<file path="src/rtl/alu_mc.sv">
// alu_mc: multi-cycle ALU with valid/ready handshakes and an iterative shifter
module alu_mc #(
    parameter int WIDTH      = 32,
    parameter int SHIFT_STEP = 4
) (
    input  logic             clk,
    input  logic             rst_n,
    input  logic             in_valid,
    output logic             in_ready,
    input  logic [3:0]       op,
    input  logic [WIDTH-1:0] a,
    input  logic [WIDTH-1:0] b,
    output logic             out_valid,
    input  logic             out_ready,
    output logic [WIDTH-1:0] result,
    output logic             zero,
    output logic             illegal
);
    localparam int SW = $clog2(WIDTH);
    localparam logic [SW:0] STEP = SHIFT_STEP[SW:0];
    typedef enum logic [1:0] {IDLE, SHIFT, DONE} state_t;
    state_t            state;
    logic [WIDTH-1:0]  work, alu_res, shifted, sra_v;
    logic [SW-1:0]     rem, shamt;
    logic [SW:0]       s;
    logic [1:0]        sop;
    logic              ill, is_shift, last;
    assign in_ready  = state == IDLE;
    assign out_valid = state == DONE;
    assign shamt     = b[SW-1:0];
    assign is_shift  = op[3:2] == 2'b10 && op[1:0] != 2'b11;
    always_comb begin
        alu_res = '0;
        ill     = 1'b0;
        case (op)
            4'b0000: alu_res = a + b;
            4'b0001: alu_res = a - b;
            4'b0010: alu_res = a & b;
            4'b0011: alu_res = a | b;
            4'b0100: alu_res = a ^ b;
            4'b0101: alu_res = {{(WIDTH-1){1'b0}}, $signed(a) < $signed(b)};
            4'b0110: alu_res = {{(WIDTH-1){1'b0}}, a < b};
            // only reached for shamt == 0; nonzero shifts go through SHIFT
            4'b1000, 4'b1001, 4'b1010: alu_res = a;
            default: ill = 1'b1;
        endcase
    end
    assign s       = ({1'b0, rem} > STEP) ? STEP : {1'b0, rem};
    assign last    = {1'b0, rem} <= STEP;
    // the sign bit of work never changes during SRA, so it always fills with a[WIDTH-1]
    assign sra_v   = $signed(work) >>> s;
    assign shifted = sop == 2'b00 ? work << s : sop == 2'b10 ? sra_v : work >> s;
    always_ff @(posedge clk) begin
        if (!rst_n) begin
            state   <= IDLE;
            result  <= '0;
            zero    <= 1'b0;
            illegal <= 1'b0;
            work    <= '0;
            rem     <= '0;
            sop     <= '0;
        end else begin
            case (state)
                IDLE: if (in_valid) begin
                    if (is_shift && shamt != '0) begin
                        work  <= a;
                        rem   <= shamt;
                        sop   <= op[1:0];
                        state <= SHIFT;
                    end else begin
                        result  <= alu_res;
                        zero    <= alu_res == '0;
                        illegal <= ill;
                        state   <= DONE;
                    end
                end
                SHIFT: begin
                    work <= shifted;
                    rem  <= rem - s[SW-1:0];
                    if (last) begin
                        result  <= shifted;
                        zero    <= shifted == '0;
                        illegal <= 1'b0;
                        state   <= DONE;
                    end
                end
                DONE: if (out_ready) state <= IDLE;
                default: state <= IDLE;
            endcase
        end
    end
endmodule

</file>
<file path="config.mk">
export PLATFORM = sky130hd
export DESIGN_NAME = alu_mc
export DESIGN_NICKNAME = d
export VERILOG_FILES = /design/src/rtl/alu_mc.sv
export SDC_FILE = /design/constraint.sdc
export NUM_CORES = 1
export LEC_CHECK = 0
export CORE_MARGIN = 8
export CORE_UTILIZATION = 30
export DETAILED_ROUTE_END_ITERATION = 8
export GPL_TIMING_DRIVEN = 0
export PLACE_DENSITY = 0.54
export SKIP_CTS_REPAIR_TIMING = 1
export SLEW_MARGIN = 30
export SYNTH_ARGS = -nofsm -noshare
export SYNTH_HDL_FRONTEND = slang
export SYNTH_SLANG_ARGS = --single-unit
</file>
<file path="constraint.sdc">
create_clock -name clk -period 10.38 [get_ports clk]
set_input_delay 1.557 -clock clk [delete_from_list [all_inputs] [get_ports clk]]
set_output_delay 1.557 -clock clk [all_outputs]
set_load 0.005 [all_outputs]
</file>
==> metrics <==
IO buf count 106; CP Launch Type input port; Site Rows 72; Ant. Diodes 0; final layout net count between 1.5k and 2k; Critical Path AT between 7000 and 8000 ps; CTS Sinks between 70 and 80; TritonRoute pass-1 iters 6; synth unique cells 83; final WL roughly 58000 um; FMAX around 140 MHz; dpl ws 3230 ps; root cell of the clock tree clkbuf_16; Worst EP required between 10000 and 15000 ps; Routed Antenna Nets 0; vias after detailed routing approximately 14k; Yosys reg bits 75; final slew viol count 0; initial DRC count roughly 1.3k; Final Cycle Share between 60% and 70%; crit path from a[1]; critical path class in2reg; post-synth net total roughly 1.9k; Syn Inst Count between 1.5k and 2k; final worst path period need ~7000 ps; initial antenna violation count 1; worst slew pin tran roughly 990 ps; hold path endpoint result[27]; worst r2r path cells 14; Top FF cell, synth dfxtp_1; clk_lat worst skew between 300 and 400 ps; io pins between 100 and 150; Starting Density approximately 30%; CORE AREA 0.0384 sq mm; drt wl/cell 24.8 um; Max clock buf depth 2; CTS tree yes; gr usage total between 20% and 30%; max_cap viols 0; Die Width 213 um; die height approximately 210 um; asr flop ratio synth 0%; Hold Path Depth 2; Slew HR approximately a third; synth warn 0; Post-Place Cell Area roughly 0.013 sq mm; Hold/Removal Path Class reg2reg; Post-route DRC 0; P per Cell Area roughly 96 mW/mm^2; RSZ-0062 raised after global routing false; endpoints failing setup 0; post-detail-place hpwl between 40000 and 50000 um; first-pass GRT wire length ~86000 um; FF-to-FF setup slack ~5900 ps; share of layout cells above drive strength 1 4.91%; Comb pwr share between 40% and 50%; pin count of the biggest net entering global routing 13; P&R area growth vs syn 18.5%; global route overflow 0; CP Max Fanout 5; R2R Path Start rem[1]; RR Endpoint zero; gpl congestion about 0.95; CP Capture Type register; vias in the first global route roughly 14k; CTS Buf Count 9; Avg Inst Size Synth 6.90 sq um; Net Sw Power ~0.00054 W; status completed; post-DR vias/cell 6.04; Max H-tree Level 3; P_int around 0.00077 W; EDFF count, synth 0; clock share of power between 20% and 30%; design area between 0.01 and 0.015 sq mm; synthesized area between 0.01 and 0.015 sq mm; worst vdd ir ~0.08 mV; HP Start result[27]; worst setup margin ~3400 ps; Die Area around 0.045 sq mm; part of the Yosys area used for sequential elements between 10% and 20%; switching part of the total between 40 and 50%; leakage power 5.32 nW; setup TNS 0 ps; Fin. Hold Viols 0; sequential power share roughly 25%; Worst Clk Skew 9.59 ps; Clock Pin Slew Worst Setup and Hold Paths ~60 ps
==> kinds of logic (layout without fill, tap and decap cells) <==
kind of cell	count (synthesis)	in the layout	share of synthesized area, %
compound gates	529	529	31.3
xor+xnor	12	12	0.906
fa+ha+maj	117	117	12.7
buf+inv	239	369	7.82
flops	75	75	12.9
mux	73	73	8.19
other cells	1	1	0.0323
simple gates	635	635	26.1
==> per-layer routing <==
metal  up-vias  global-route usage (%)  wire length, um
met1      6756                    30.5            23200
li1       6440                       -                -
met5         -                       0               11
met2       708                    42.1            27100
met4         2                    11.2             2730
met3       163                    3.83             4640
==> critical path: stages <==
cell             delay, ps
clkdlybuf4s50_1        610
inv_1                  210
ha_1                   370
o21ba_2                240
or4_1                  550
a211oi_1               450
o311ai_0               340
a21oi_1                560
o21ai_0                310
o41ai_1                510
mux2_2                 400
a221o_1                330
or4_1                  490
o31ai_1                260
==> area by class of cell <==
cell class                      instances  area (sq um)
Clock inverter                          5           100
Timing Repair Buffer                  114          1110
Inverter                              103           387
Clock buffer                           11           243
Sequential cell                        75          1500
Buffer                                136           520
Tap cell                              518           648
Fill cell                            4242         24600
Multi-Input combinational cell       1367          9250
==> worst max path at each step <==
stage	cells after the start	to
floorplan	14	zero
global placement	11	result[11]
detailed placement	14	zero
CTS	14	zero
global route	14	zero
finish	14	zero
==> cells in the mapped netlist, drive strengths merged, types with 14 or more instances <==
library cell	count	area share, %
a211o	14	1.1
a211oi	33	2.1
a21o	20	1.3
a21oi	134	5.8
a221oi	15	1.1
a22oi	18	1.2
a311oi	27	2.0
a31oi	20	1.1
and3	16	0.86
buf	22	0.80
clkbuf	114	3.7
dfxtp	75	13
ha	114	12
inv	103	3.3
mux2i	51	4.4
mux4	17	3.3
nand2	177	5.7
nand2b	14	0.75
nand3	41	1.8
nor2	197	6.4
nor2b	14	0.75
nor3	55	2.4
nor4	19	1.0
o211ai	35	2.3
o21ai	84	3.6
o31ai	22	1.4
or3	20	1.1
==> state kept, by name, indices dropped and copies added (netlist names) <==
signal   cells
result      32
work        32
rem          5
sop          2
state        2
illegal      1
zero         1
==> power by group through the flow <==
stage	registers [W]	logic (W)	clock network, W
floorplan	0.000324	0.000371	0
global placement	0.000333	0.000599	0
detailed placement	0.000333	0.000600	0
CTS	0.000327	0.000603	0.000368
global route	0.000329	0.000665	0.000380
finish	0.000328	0.000618	0.000369
==> stage by stage <==
step	total power, W	util (%)	hold slack, ps	cells
2_1_floorplan	0.000695	-	448	1681
3_3_place_gp	0.000932	34.7	446	2305
3_5_place_dp	0.000933	34.9	447	2313
4_1_cts	0.00130	35.8	458	2329
5_1_grt	0.00137	35.8	477	2329
6_report	0.00131	35.8	456	2329
==> placed cells by master (no fill, tap or decap), types with 18 or more instances in the layout <==
cell,netlist,layout
nor2_1,196,196
nand2_1,177,177
a21oi_1,134,134
clkbuf_1,114,115
ha_1,114,114
clkdlybuf4s50_1,0,106
inv_1,102,102
o21ai_0,84,84
dfxtp_1,75,75
nor3_1,55,53
mux2i_1,51,51
nand3_1,41,41
o211ai_1,35,35
a211oi_1,33,33
a311oi_1,27,27
o31ai_1,22,22
or3_1,20,20
a31oi_1,20,20
a21o_1,19,19
buf_1,19,19
a22oi_1,18,18
Power figures use the tool's default switching activity.
